==> src/rtl/seq_det_param_if.sv <==
// Serial pattern-detector bus: qualified bit stream, runtime config, match outputs.
// Latency: n/a (signal bundle only).
// Backpressure: none; in_valid qualifies each bit, the detector always accepts.
//
// Ports (master = stream/config source, slave = detector):
//   in_valid, data_in       serial bit and its qualifier
//   overlap_en              1 = overlapping detection, 0 = non-overlapping
//   cfg_load, cfg_pattern   load a new pattern (MSB oldest) and restart detection
//   data_out                registered one-cycle match pulse
//   match_cnt               saturating match count (only with MATCH_COUNT_EN)
interface seq_det_param_if #(
  parameter int SEQ_LEN = 4,
  parameter int CNT_W   = 8
);
  logic               in_valid;
  logic               data_in;
  logic               overlap_en;
  logic               cfg_load;
  logic [SEQ_LEN-1:0] cfg_pattern;
  logic               data_out;
`ifdef MATCH_COUNT_EN
  logic [CNT_W-1:0]   match_cnt;

  modport master (
    output in_valid, data_in, overlap_en, cfg_load, cfg_pattern,
    input  data_out, match_cnt
  );
  modport slave (
    input  in_valid, data_in, overlap_en, cfg_load, cfg_pattern,
    output data_out, match_cnt
  );
`else
  modport master (
    output in_valid, data_in, overlap_en, cfg_load, cfg_pattern,
    input  data_out
  );
  modport slave (
    input  in_valid, data_in, overlap_en, cfg_load, cfg_pattern,
    output data_out
  );
`endif
endinterface

==> src/rtl/seq_det_param.sv <==
// Parametrised serial bit-pattern detector with runtime pattern load and overlap mode.
// Latency: data_out pulses one cycle after the final pattern bit is sampled.
// Backpressure: none; bits are taken whenever in_valid=1 and cfg_load=0.
//
// Ports: clk (rising edge), reset (async, active-high), bus (seq_det_param_if.slave).
// Optional feature: define MATCH_COUNT_EN to add the saturating match_cnt output.
module seq_det_param #(
  parameter int                 SEQ_LEN = 4,
  parameter logic [SEQ_LEN-1:0] PATTERN = 4'b1001,
  parameter int                 CNT_W   = 8
) (
  input logic           clk,
  input logic           reset,
  seq_det_param_if.slave bus
);

  localparam int FW = $clog2(SEQ_LEN + 1);

  logic [SEQ_LEN-1:0] pattern_reg;
  logic [SEQ_LEN-1:0] hist;
  logic [SEQ_LEN-1:0] new_hist;
  logic [FW-1:0]      fill;
  logic [FW-1:0]      fill_inc;
  logic               match;
  logic               accept;
  logic               data_out_q;

  always_comb begin
    accept   = bus.in_valid && !bus.cfg_load;
    new_hist = {hist[SEQ_LEN-2:0], bus.data_in};
    // Fill gate: history bits that were never shifted in (reset/cleared zeros)
    // must not take part in a match, so SEQ_LEN real bits are required.
    match    = (fill >= FW'(SEQ_LEN - 1)) && (new_hist == pattern_reg);
    fill_inc = (fill == FW'(SEQ_LEN)) ? fill : fill + 1'b1;
  end

  always_ff @(posedge clk or posedge reset) begin
    if (reset) begin
      pattern_reg <= PATTERN;
      hist        <= '0;
      fill        <= '0;
      data_out_q  <= 1'b0;
    end else if (bus.cfg_load) begin
      // Config load wins over a valid bit; that bit is dropped.
      pattern_reg <= bus.cfg_pattern;
      hist        <= '0;
      fill        <= '0;
      data_out_q  <= 1'b0;
    end else if (bus.in_valid) begin
      data_out_q <= match;
      if (match && !bus.overlap_en) begin
        // Non-overlapping: matched bits are consumed, start from an empty window.
        hist <= '0;
        fill <= '0;
      end else if (match) begin
        hist <= new_hist;
        fill <= FW'(SEQ_LEN);
      end else begin
        hist <= new_hist;
        fill <= fill_inc;
      end
    end else begin
      // Gap cycle: window holds, no pulse.
      data_out_q <= 1'b0;
    end
  end

  assign bus.data_out = data_out_q;

`ifdef MATCH_COUNT_EN
  logic [CNT_W-1:0] match_cnt_q;

  always_ff @(posedge clk or posedge reset) begin
    if (reset) begin
      match_cnt_q <= '0;
    end else if (bus.cfg_load) begin
      match_cnt_q <= '0;
    end else if (accept && match && (match_cnt_q != {CNT_W{1'b1}})) begin
      match_cnt_q <= match_cnt_q + 1'b1;
    end
  end

  assign bus.match_cnt = match_cnt_q;
`else
  // accept only feeds the optional counter.
  logic unused_accept;
  assign unused_accept = accept;
`endif

endmodule

==> src/flat_wrapper.sv <==
// flat-port wrapper written by rule: the top's interface ports become plain ports
module seq_det_param_flat 
#(
  parameter int                 SEQ_LEN = 4,
  parameter logic [SEQ_LEN-1:0] PATTERN = 4'b1001,
  parameter int                 CNT_W   = 8
)
  (clk, reset, bus_in_valid, bus_data_in, bus_overlap_en, bus_cfg_load, bus_cfg_pattern, bus_data_out);
  seq_det_param_if #(.SEQ_LEN(SEQ_LEN), .CNT_W(CNT_W)) bus_i ();
  input logic clk;
  input logic reset;
  input wire logic [$bits(bus_i.in_valid)-1:0] bus_in_valid;
  input wire logic [$bits(bus_i.data_in)-1:0] bus_data_in;
  input wire logic [$bits(bus_i.overlap_en)-1:0] bus_overlap_en;
  input wire logic [$bits(bus_i.cfg_load)-1:0] bus_cfg_load;
  input wire logic [$bits(bus_i.cfg_pattern)-1:0] bus_cfg_pattern;
  output wire logic [$bits(bus_i.data_out)-1:0] bus_data_out;
  assign bus_i.in_valid = bus_in_valid;
  assign bus_i.data_in = bus_data_in;
  assign bus_i.overlap_en = bus_overlap_en;
  assign bus_i.cfg_load = bus_cfg_load;
  assign bus_i.cfg_pattern = bus_cfg_pattern;
  assign bus_data_out = bus_i.data_out;
  seq_det_param #(.SEQ_LEN(SEQ_LEN), .PATTERN(PATTERN), .CNT_W(CNT_W)) u_core (.clk(clk), .reset(reset), .bus(bus_i));
endmodule
==> config.mk <==
export PLATFORM = sky130hd
export DESIGN_NAME = seq_det_param_flat
export DESIGN_NICKNAME = d
export VERILOG_FILES = /design/src/rtl/seq_det_param_if.sv /design/src/rtl/seq_det_param.sv /design/src/flat_wrapper.sv
export SDC_FILE = /design/constraint.sdc
export NUM_CORES = 1
export LEC_CHECK = 0
export ABC_AREA = 1
export CAP_MARGIN = 20
export CORE_MARGIN = 5
export CORE_UTILIZATION = 45
export DETAILED_ROUTE_END_ITERATION = 12
export GPL_ROUTABILITY_DRIVEN = 0
export GPL_TIMING_DRIVEN = 0
export PLACE_DENSITY_LB_ADDON = 0.1
export SLEW_MARGIN = 10
export SYNTH_ARGS = -nofsm -noshare
export SYNTH_HDL_FRONTEND = slang
export SYNTH_SLANG_ARGS = --single-unit
==> constraint.sdc <==
create_clock -name clk -period 1.31 [get_ports clk]
set_input_delay 0.262 -clock clk [delete_from_list [all_inputs] [get_ports clk]]
set_output_delay 0.262 -clock clk [all_outputs]
set_load 0.02 [all_outputs]
Word level (Yosys, flattened, before mapping) --
Index checks and enable logic that the tools add are counted.
Word-level totals: register bits after elaboration 11, bits of input ports 10, output and inout bits 1, logic and storage cells 24
Operators by class: $add $sub $neg 1, $lt $le $gt $ge 1, eq/ne operators 3, mux-type cells 10, reductions and logical operators 5
Operators by type and width (count):
- 2-to-1 mux 3 bit | 8
- equality test 4 bit | 1
- != test 4 x 3 -> 1 bit, second input constant | 1
- adder 3 x 1 -> 3 bit, second input constant | 1
- equality test 3 bit, second input constant | 1
- >= comparator 3 x 2 -> 1 bit, second input constant | 1
- logical AND 1 bit | 2
- 2-to-1 mux 1 bit | 2
- AND reduction 2 bit | 1
- nonzero test 2 bit | 1
- zero test 1 bit | 1

Longest topological paths before layout --
Gate-level depths: netlist of run 1.
depth in word-level cells 6, depth in mapped cells 10, mapped depth without buffers 10

Worst setup path after synthesis of run 1 --
OpenSTA, ideal clock, no wires.
path kind reg-to-reg, start point register u_core.fill[0], end point register u_core.fill[2], arrival time 1.331 ns, data required time 1.194 ns, path slack -0.137 ns, stages on the path, launching flop included 11, path buffers 0, cell sequence dfrtp_1 > ha_1 > ha_1 > nor2_1 > o21ai_2 > nand3_4 > nand3_2 > nand2_4 > clkinv_2 > nand2_1 > nand2_1
On the way: cells in the longest elaborated chain, start to end 6
Ends and longest elaborated chain:
- start: declaration | line seq_det_param.sv:22 | logic [FW-1:0] fill;
- start signal: assignment | line seq_det_param.sv:57 | fill <= FW'(SEQ_LEN);
- start signal: assignment | line seq_det_param.sv:60 | fill <= fill_inc;
- adder 3 x 1 -> 3 bit or >= comparator 3 x 2 -> 1 bit (tied branches) | line seq_det_param.sv:34, seq_det_param.sv:33
- 2-to-1 mux 3 bit or logical AND 1 bit (tied branches) | line seq_det_param.sv:34, seq_det_param.sv:33
- 2-to-1 mux 3 bit or logical AND 1 bit (tied branches) | line seq_det_param.sv:55, seq_det_param.sv:51
- 2-to-1 mux 3 bit | line seq_det_param.sv:51 | if (match && !bus.overlap_en) begin
- 2-to-1 mux 3 bit | line seq_det_param.sv:49 | end else if (bus.in_valid) begin
- 2-to-1 mux 3 bit | line seq_det_param.sv:43 | end else if (bus.cfg_load) begin
Parallel ways exist; a longest one is shown, timed or not. The select of a mux whose other input is x is not followed. A chain may end at the register's enable or synchronous reset.

Worst setup path after layout of run 1 --
start point register u_core.fill[1], end point register u_core.fill[0]
On the way: cells in the longest elaborated chain, start to end 6
Ends and longest elaborated chain:
- >= comparator 3 x 2 -> 1 bit | line seq_det_param.sv:33 | match = (fill >= FW'(SEQ_LEN - 1)) && (new_hist == pattern_reg);
- logical AND 1 bit | line seq_det_param.sv:33
- 2-to-1 mux 3 bit or logical AND 1 bit (tied branches) | line seq_det_param.sv:55, seq_det_param.sv:51
- 2-to-1 mux 3 bit | line seq_det_param.sv:51
- 2-to-1 mux 3 bit | line seq_det_param.sv:49
- 2-to-1 mux 3 bit | line seq_det_param.sv:43
Parallel ways exist; a longest one is shown, timed or not. The select of a mux whose other input is x is not followed.

==> impl_metrics.csv, run 1 <==
group,metric,value,unit
sta,tightest_slew,0.4265,ns
routing,post_drt_wl_per_cell,10.47,um
routing,highest_layer,"met4",
setup_path,worstSetupPathType,"reg -> reg",
layout,largest_reg_flops,4,
setup_path,slowest_delay,0.41,ns
sta,slew_violations,0,
synthesis,avgSynthCellArea,7.875,um2
placement,portBuffers,10,
layout,area_delta_synth_final,34.77,%
pwr,ir_drop,658.1,uV
placement,place_inst,111,
grt,first_global_vias,467,
synthesis,synthCells,85,
layout,layoutNonFillerInstCount,118,
layout,mostFrequentLayoutCell,"nand2_1",
clock_tree,cts.reportedPaths.clkPinSlew,0.07,ns
run_status,violations,"negative setup slack",
grt,grt_max_degree,12,
setup_path,reg2reg_from,"u_core.fill[1]$_DFFE_PP0P_",
clock_tree,tritoncts,"done",
floorplanning,initial_core_util,46.04,%
floorplanning,die_y,48.57,um
sta,fmax,656.9,MHz
layout,layout_common_cells,"nand2_1, inv_1, clkdlybuf4s50_1, dfrtp_1",
setup_path,slowest_stage,"dfrtp_1",
layout,final_area,902.1,um2
pwr,p_per_area,1054,nW/um2
routing,dr.pass1.iters,3,
layout,multi_input_area,370.4,um2
setup_path,arrival,1.70,ns
layout,diodes,0,
floorplanning,die_w,48.57,um
layout,fin_nets,116,
clock_tree,holdBufCountCts,0,
floorplanning,io_pins,11,
routing,drt_iter0_markers,5,
clock_tree,h-tree-depth,1,
clock_tree,cts_buffer_depth,2,
setup_path,setup.worst_path.start,"u_core.fill[1]$_DFFE_PP0P_",
routing,vias,533,
setup_path,crit_fanout,6,
synthesis,ys_seq_area_share,41.50,%
routing,viasPerCell,4.517,
setup_path,worstPathCellList,"ha_2 > ha_4 > nor2_4 > o21ai_4 > nand3_4 > nand3_2 > nand2_4 > buf_6 > o21ai_2",
routing,wl_met2,530,um
setup_path,reg2reg_depth,9,
synthesis,yosys_warnings,0,
sta,fin_crit,1.522,ns
placement,post_dp_cell_area,797.0,um2
layout,drive_gt1_share,29.41,%
floorplanning,core_area,1454,um2
layout,nFillCells,135,
clock_tree,clk_latency,0.28,ns
floorplanning,die_area,2359,um2
sta,worst_slack,-0.2123,ns
routing,wl_met1,593,um
sta,finalHoldViolCount,0,
synthesis,synthDistinctLibCells,20,
setup_path,reg2reg_to,"u_core.fill[0]$_DFFE_PP0P_",
sta,finalSetupViolCount,6,
synthesis,syn_nets,98,
routing,drtAntennaViolNets,0,
grt,grt_overflow,0,
worst_hold_path,worstHoldPathType,"in -> async",
routing,wl,1236,um
flow_run,maxCapViolCount,0,
sta,fin_skew,0.002028,ns
run_status,outcome,"finished with violations",
setup_path,startpoint_type,"flip-flop",
sta,rsz0062_at_grt,"yes",
floorplanning,rows,14,
synthesis,ys_ff_latch,11,
routing,drcViolationCount,0,
synthesis,async_reset_ff_share,100.0,%
synthesis,synth-main-ff-cell,"dfrtp_1",
sta,post-route-period-util,116.2,%
clock_tree,cts_root_buf,"clkbuf_4",
setup_path,end_kind,"flip-flop",
layout,seq_area,277.8,um2
clock_tree,cts_sinks,11,
grt,grt_pass1_wl,1994,um
placement,place_hpwl,897.2,um
grt,grt_antenna_before_repair,0,
setup_path,crit_end,"u_core.fill[0]$_DFFE_PP0P_",
clock_tree,cts_inserted_buffers,3,
pwr,leakagePower,0.0004221,uW
synthesis,synth_area,669.4,um2
synthesis,synth-edff-count,0,
routing,route.met3.wl,61,um
sta,slew_headroom,71.53,%
grt,grt_usage,11.32,%
setup_path,cp.required,1.48,ns
setup_path,rrSetupSlack,-0.21,ns
## timing repair
action	4_1_cts	5_1_grt
hold endpoints to repair	0	0
resized for setup	2	8
pin swaps	7	6
setup buffers	1	2
setup endpoints to repair	7	6
## worst max-delay path, delay by kind of cell, from the launching register on
family,cells,cell delay (ns)
AOI/OAI and AO/OA,2,0.12
adders and majority gates,2,0.37
buffers and inverters,1,0.11
DFF,1,0.41
and+or+nand+nor,4,0.42
## kinds of logic after synthesis
| kind of cell | synth area share (%) |
|---|---|
| AOI/OAI and AO/OA | 9.159 |
| and+or+nand+nor | 33.46 |
| adders and majority gates | 5.608 |
| buffers and inverters | 10.28 |
| DFF | 41.50 |
## synth_stat cells (2+ instances only)
library cell,count,area [um2]
dfrtp_1,9,225.2
dfstp_2,2,52.55
ha_1,3,37.54
inv_1,14,52.55
inv_2,2,7.510
nand2_1,25,93.84
nand2_2,2,12.51
nand3_1,3,15.01
nor2_1,5,18.77
nor2_4,3,33.78
o21ai_0,4,20.02
o21ai_1,3,15.01
o21ai_2,3,26.28
## power by group
part / switching (uW) / leakage [uW] / internal (uW)
Sequential: 27.8 / 0.000140 / 378
Clock: 124 / 0.0000150 / 118
Combinational: 163 / 0.000267 / 139
## stage by stage
stage	utilization, %	setup WS (ns)	total power, uW	TNS (ns)	hold WS, ns
after global placement	54.82	-0.3331	652.7	-2.459	0.4827
after CTS	58.61	-0.2060	926.8	-1.089	0.2854
after detailed placement	54.82	-0.3376	656.3	-2.511	0.4843
final	62.05	-0.2123	950.8	-1.088	0.2717
after floorplan	-	-0.1071	592.3	-0.2023	0.1130
after global routing	62.05	-0.2899	1025	-1.602	0.3069
## area by class of cell
type	instances	share of cell area (%)
Timing Repair Buffer	13	15.26
Inverter	17	7.351
Tap cell	16	2.219
Buffer	1	0.4161
Multi-Input combinational cell	56	41.05
Sequential cell	11	30.79
Clock buffer	4	2.913
## worst min-delay path by stage
stage | start | endpoint | slack [ns] | cells after the start
3_3_place_gp | u_core.pattern_reg[0]$_DFFE_PP1P_ | u_core.pattern_reg[0]$_DFFE_PP1P_ | 0.48 | 2
2_1_floorplan | reset | u_core.bus.data_out$_DFF_PP0_ | 0.11 | 1
4_1_cts | reset | u_core.fill[1]$_DFFE_PP0P_ | 0.29 | 2
5_1_grt | reset | u_core.hist[1]$_DFFE_PP0P_ | 0.31 | 2
6_report | reset | u_core.fill[1]$_DFFE_PP0P_ | 0.27 | 2
3_5_place_dp | u_core.pattern_reg[0]$_DFFE_PP1P_ | u_core.pattern_reg[0]$_DFFE_PP1P_ | 0.48 | 2
## routing by layer
layer	vias to the layer above	track usage [%]
li1	290	-
met1	227	13.63
met2	11	16.30
met3	5	2.454
met4	0	10.76
met5	-	0
No activity file was read; power rests on OpenSTA's default activity.
==> run 2, diff against run 1 <==
--- a/config.mk
+++ b/config.mk
@@ -5,13 +5,14 @@
 export SDC_FILE = /design/constraint.sdc
 export NUM_CORES = 1
 export LEC_CHECK = 0
-export ABC_AREA = 1
+export ABC_AREA = 0
 export CAP_MARGIN = 20
 export CORE_MARGIN = 5
-export CORE_UTILIZATION = 45
+export CORE_UTILIZATION = 43
 export DETAILED_ROUTE_END_ITERATION = 12
 export GPL_ROUTABILITY_DRIVEN = 0
 export GPL_TIMING_DRIVEN = 0
+export MAX_ROUTING_LAYER = met4
 export PLACE_DENSITY_LB_ADDON = 0.1
 export SLEW_MARGIN = 10
 export SYNTH_ARGS = -nofsm -noshare
==> impl_metrics.csv, run 2 <==
group,metric,value,unit
sta,post-route-period-util,116.3,%
synthesis,yosysMostFrequentCell,"dfrtp_1",
grt,grt_overflow,0,
pwr,p_per_area,1097,nW/um2
sta,fmax,656.1,MHz
floorplanning,core_area,1301,um2
synthesis,synth_area_leaders,"dfrtp_1, dfstp_2, mux2_2",
sta,worst_slack,-0.2141,ns
run_status,outcome,"finished with violations",
synthesis,synth_area,584.3,um2
grt,use_met1,16.20,%
sta,tightest_slew,0.4716,ns
setup_path,startpoint_type,"flip-flop",
floorplanning,io_pins,11,
routing,drt_iter0_markers,15,
clock_tree,cts_root_buf,"clkbuf_4",
floorplanning,initial_core_util,44.90,%
placement,place_hpwl,851.9,um
setup_path,cp.required,1.46,ns
grt,grt_pass1_wl,2076,um
setup_path,crit_fanout,3,
floorplanning,die_w,46.86,um
sta,rsz0062_at_grt,"yes",
layout,diodes,0,
flow_run,maxCapViolCount,0,
clock_tree,h-tree-depth,1,
synthesis,synth-main-ff-cell,"dfrtp_1",
layout,mostFrequentLayoutCell,"dfrtp_1",
setup_path,cp_num_buf_inv,0,
layout,area_delta_synth_final,31.26,%
routing,vias,449,
setup_path,slowest_stage,"dfstp_2",
clock_tree,cts_buffer_depth,2,
run_status,violations,"negative setup slack",
sta,finalSetupViolCount,7,
synthesis,async_reset_ff_share,100.0,%
clock_tree,clk_latency,0.27,ns
routing,wl,1159,um
sta,slew_headroom,68.56,%
layout,layout_common_cells,"dfrtp_1, clkdlybuf4s50_1, inv_1, nand2_1",
clock_tree,cts.reportedPaths.clkPinSlew,0.08,ns
layout,fin_nets,86,
routing,dr.pass1.iters,4,
synthesis,yosysTopAreaCell,"dfrtp_1",
placement,portBuffers,9,
routing,post_drt_wl_per_cell,13.32,um
synthesis,synth-edff-count,0,
setup_path,slowest_delay,0.54,ns
synthesis,synthCells,55,
grt,grt_usage,14.07,%
sta,finalHoldViolCount,0,
worst_hold_path,worstHoldPathType,"in -> async",
sta,fin_crit,1.524,ns
pwr,p_total,841.6,uW
grt,met3_usage,3.448,%
synthesis,synth_top_area_share,38.54,%
pwr,leakagePower,0.0003540,uW
routing,drtAntennaViolNets,0,
clock_tree,cts_sinks,11,
pwr,ir_drop,706.3,uV
synthesis,ys_seq_area_share,47.54,%
synthesis,syn_nets,68,
grt,first_global_vias,475,
floorplanning,die_area,2196,um2
synthesis,ys_ff_latch,11,
clock_tree,cts_inserted_buffers,3,
floorplanning,rows,13,
setup_path,cpLargestDelayFamily,"flip-flops",
sta,fin_hold_ws,0.2710,ns
synthesis,synthDistinctLibCells,22,
setup_path,worstPathCellList,"xnor2_1 > nand4_1 > or3_4 > a32o_2",
grt,grt_max_degree,12,
synthesis,yosys_warnings,0,
sta,slew_violations,0,
sta,fin_skew,0.007449,ns
synthesis,ys_top_cells_by_count,"dfrtp_1, nand2_1, inv_1",
routing,viasPerCell,5.161,
grt,grt_use_met2,22.76,%
setup_path,end_kind,"flip-flop",
grt,busiest_layer,"met2",
setup_path,worstSetupPathType,"reg -> reg",
layout,drive_gt1_share,30.56,%
floorplanning,die_y,46.86,um
clock_tree,tritoncts,"done",
setup_path,arrival,1.68,ns
routing,drcViolationCount,0,
grt,grt_antenna_before_repair,0,
synthesis,avgSynthCellArea,10.62,um2
layout,largest_reg_flops,4,
==> run 2: changes by cell type after synthesis, moves of 3 or more <==
cell     delta
nand2_1    -19
inv_1       -9
mux2_2      +4
xnor2_1     +4
a21oi_1     +3
a32o_2      +3
nand3_1     -3
nor2_4      -3
o21ai_1     -3
o21ai_2     -3
==> run 2: cell type report <==
cell class                 count  area, um2
sequential                    11      277.8
timing repair buffer          13      118.9
clock buffer                   3      22.52
fill                         119      534.3
inverter                       5      18.77
buffer                         1      3.754
clock inverter                 1      5.005
tap                           15      18.77
multi-input combinational     38      301.5
==> run 2: kinds of logic (layout without fill, tap and decap cells) <==
kind of cell	after synthesis	count (layout)	share of synthesized area (%)
xor gates and xnor gates	4	4	5.995
and+or+nand+nor	14	14	11.78
adders and majority gates	3	3	6.425
AOI/OAI and AO/OA	12	12	14.99
muxes	5	5	9.421
buffers and inverters	6	23	3.854
DFF	11	11	47.54
==> run 2: power breakdown <==
group	switching (uW)	leakage (uW)	internal (uW)
Clock	117	0.0000177	113
Combinational	95.7	0.000197	112
Sequential	28.9	0.000140	375
Total	242	0.000354	600
==> run 2: what timing repair did <==
item                                    in CTS  in global routing
hold buffers                                 0                  0
endpoints found under the setup margin       8                  7
buffers inserted                             4                  0
pin swaps                                    2                  1
gates resized for setup                      4                  2
==> run 2: worst paths after layout <==
kind	start	end	slack, ns	depth (start not counted)
setup / recovery	u_core.pattern_reg[3]$_DFFE_PP1P_	u_core.hist[2]$_DFFE_PP0P_	-0.21	4
hold / removal	reset	u_core.fill[0]$_DFFE_PP0P_	0.27	2
setup reg to reg	u_core.pattern_reg[3]$_DFFE_PP1P_	u_core.hist[2]$_DFFE_PP0P_	-0.21	4
hold reg to reg	u_core.hist[2]$_DFFE_PP0P_	u_core.hist[2]$_DFFE_PP0P_	0.53	1
max in group asynchronous	reset	u_core.pattern_reg[3]$_DFFE_PP1P_	0.71	2
min in group clk	bus_cfg_load	u_core.fill[0]$_DFFE_PP0P_	0.43	2
==> run 2: metal layers <==
| metal | routed length [um] | vias to the layer above |
|---|---|---|
| li1 | - | 230 |
| met1 | 518 | 210 |
| met2 | 594 | 7 |
| met3 | 34 | 2 |
| met4 | 12 | 0 |
| met5 | 0 | - |
==> run 2: per-stage QoR <==
step                      setup slack [ns]  instance area [um2]  cells  TNS, ns  util, %
after global placement             -0.5316                698.2     79   -2.653    53.65
final                              -0.2141                767.0     87   -1.172    58.94
after detailed placement           -0.5356                698.2     79   -2.645    53.65
after CTS                          -0.2268                759.5     87   -1.190    58.37
after floorplan                    -0.1925                589.3     55  -0.6660        -
after global routing               -0.2816                767.0     87   -1.679    58.94
==> run 3, diff against run 2 <==
--- a/config.mk
+++ b/config.mk
@@ -7,7 +7,7 @@
 export LEC_CHECK = 0
 export ABC_AREA = 0
 export CAP_MARGIN = 20
-export CORE_MARGIN = 5
+export CORE_MARGIN = 10
 export CORE_UTILIZATION = 43
 export DETAILED_ROUTE_END_ITERATION = 12
 export GPL_ROUTABILITY_DRIVEN = 0
==> impl_metrics.csv, run 3 (synthesized netlist as in run 2, its figures left out) <==
group,metric,value,unit
run_status,outcome,"finished with violations",
run_status,violations,"negative setup slack",
sta,post-route-period-util,116.7,%
placement,post_dp_cell_area,698.2,um2
layout,fin_util,61.15,%
clock_tree,cts_buffer_depth,2,
clock_tree,cts.reportedPaths.clkPinSlew,0.07,ns
pwr,leakagePower,0.0003514,uW
routing,viasPerCell,5.103,
setup_path,end_kind,"flip-flop",
floorplanning,io_pins,11,
routing,drcViolationCount,0,
sta,slew_violations,0,
placement,place_ws,-0.5413,ns
sta,fin_skew,0.002337,ns
layout,mostFrequentLayoutCell,"dfrtp_1",
clock_tree,cts_sinks,11,
layout,fin_nets,86,
grt,grt_usage,8.222,%
layout,layout_common_cells,"dfrtp_1, clkdlybuf4s50_1, nand2_1",
routing,dr.pass1.iters,3,
setup_path,worstSetupPathType,"reg -> reg",
grt,grt_max_degree,12,
layout,final_area,785.8,um2
layout,area_delta_synth_final,34.48,%
clock_tree,h-tree-depth,1,
flow_run,maxCapViolCount,0,
routing,vias,444,
setup_path,cp.required,1.46,ns
clock_tree,tritoncts,"done",
setup_path,startpoint_type,"flip-flop",
setup_path,crit_fanout,5,
layout,nFillCells,116,
clock_tree,cts_inserted_buffers,3,
placement,place_hpwl,910.8,um
layout,diodes,0,
sta,finalHoldViolCount,0,
sta,worst_slack,-0.2193,ns
floorplanning,initial_core_util,45.47,%
pwr,p_per_area,1084,nW/um2
floorplanning,core_area,1285,um2
floorplanning,die_y,56.86,um
floorplanning,die_area,3233,um2
routing,post_drt_wl_per_cell,14.03,um
pwr,ir_drop,594.4,uV
sta,tightest_slew,0.4626,ns
sta,slew_headroom,69.16,%
placement,portBuffers,9,
layout,drive_gt1_share,30.56,%
grt,grt_overflow,0,
sta,fmax,653.9,MHz
setup_path,arrival,1.68,ns
floorplanning,die_w,56.86,um
grt,grt_pass1_wl,2139,um
clock_tree,holdBufCountCts,0,
routing,wl,1221,um
clock_tree,clk_latency,0.26,ns
grt,grt_antenna_before_repair,0,
sta,finalSetupViolCount,7,
layout,largest_reg_flops,4,
grt,first_global_vias,511,
worst_hold_path,worstHoldPathType,"in -> async",
sta,rsz0062_at_grt,"yes",
routing,drt_iter0_markers,4,
sta,fin_crit,1.529,ns
routing,drtAntennaViolNets,0,
clock_tree,cts_root_buf,"clkbuf_4",
floorplanning,rows,13,
==> run 3: per-layer routing <==
layer	up-vias	wire length (um)	track usage, %
met5	-	0	-
met4	0	6	3.020
met3	2	42	2.921
met2	7	652	15.05
met1	209	519	7.663
li1	226	-	-
==> run 3: worst max-delay path, cell delays in order (launching register included) <==
cell and delay (ns):
dfrtp_1 0.45, inv_1 0.13, ha_4 0.15, a211oi_4 0.05, or3_4 0.38, a32o_2 0.27
==> run 3: path summary, 6_finish.rpt <==
path | from | to | slack (ns) | depth (start not counted)
max | u_core.fill[2]$_DFFE_PP0P_ | u_core.hist[2]$_DFFE_PP0P_ | -0.22 | 5
min | reset | u_core.fill[0]$_DFFE_PP0P_ | 0.28 | 2
max reg2reg | u_core.fill[2]$_DFFE_PP0P_ | u_core.hist[2]$_DFFE_PP0P_ | -0.22 | 5
min in group clk | bus_cfg_load | u_core.fill[1]$_DFFE_PP0P_ | 0.43 | 2
min reg2reg | u_core.pattern_reg[2]$_DFFE_PP0P_ | u_core.pattern_reg[2]$_DFFE_PP0P_ | 0.53 | 1
max in group asynchronous | reset | u_core.pattern_reg[0]$_DFFE_PP1P_ | 0.71 | 2
==> run 3: metrics by stage <==
step | std cells | setup TNS, ns | hold WS (ns) | total power (uW)
after global placement | 79 | -2.670 | 0.5129 | 582.3
after detailed placement | 79 | -2.757 | 0.5190 | 587.5
after floorplan | 55 | -0.6660 | 0.1130 | 530.0
final | 87 | -1.121 | 0.2811 | 851.9
after global routing | 87 | -1.659 | 0.3090 | 909.9
after CTS | 87 | -1.200 | 0.2903 | 860.8
==> run 3: final cells by class <==
type | instances | area (um2) | share of cell area (%)
clock buffers | 4 | 26.28 | 3.344
repair buffers | 13 | 118.9 | 15.13
inverters | 5 | 18.77 | 2.389
multi-input cells | 38 | 321.6 | 40.92
well taps | 15 | 18.77 | 2.389
flip-flops and latches | 11 | 277.8 | 35.35
plain buffers | 1 | 3.754 | 0.4777
==> run 3: what timing repair did <==
item,CTS,global route
endpoints found under the setup margin,8,7
resized for setup,8,1
pin swaps,5,1
buffers inserted,4,0
==> run 3: report_power, final <==
group / internal (uW) / switching, uW
logic: 117 / 101
registers: 376 / 31.8
clock network: 118 / 109
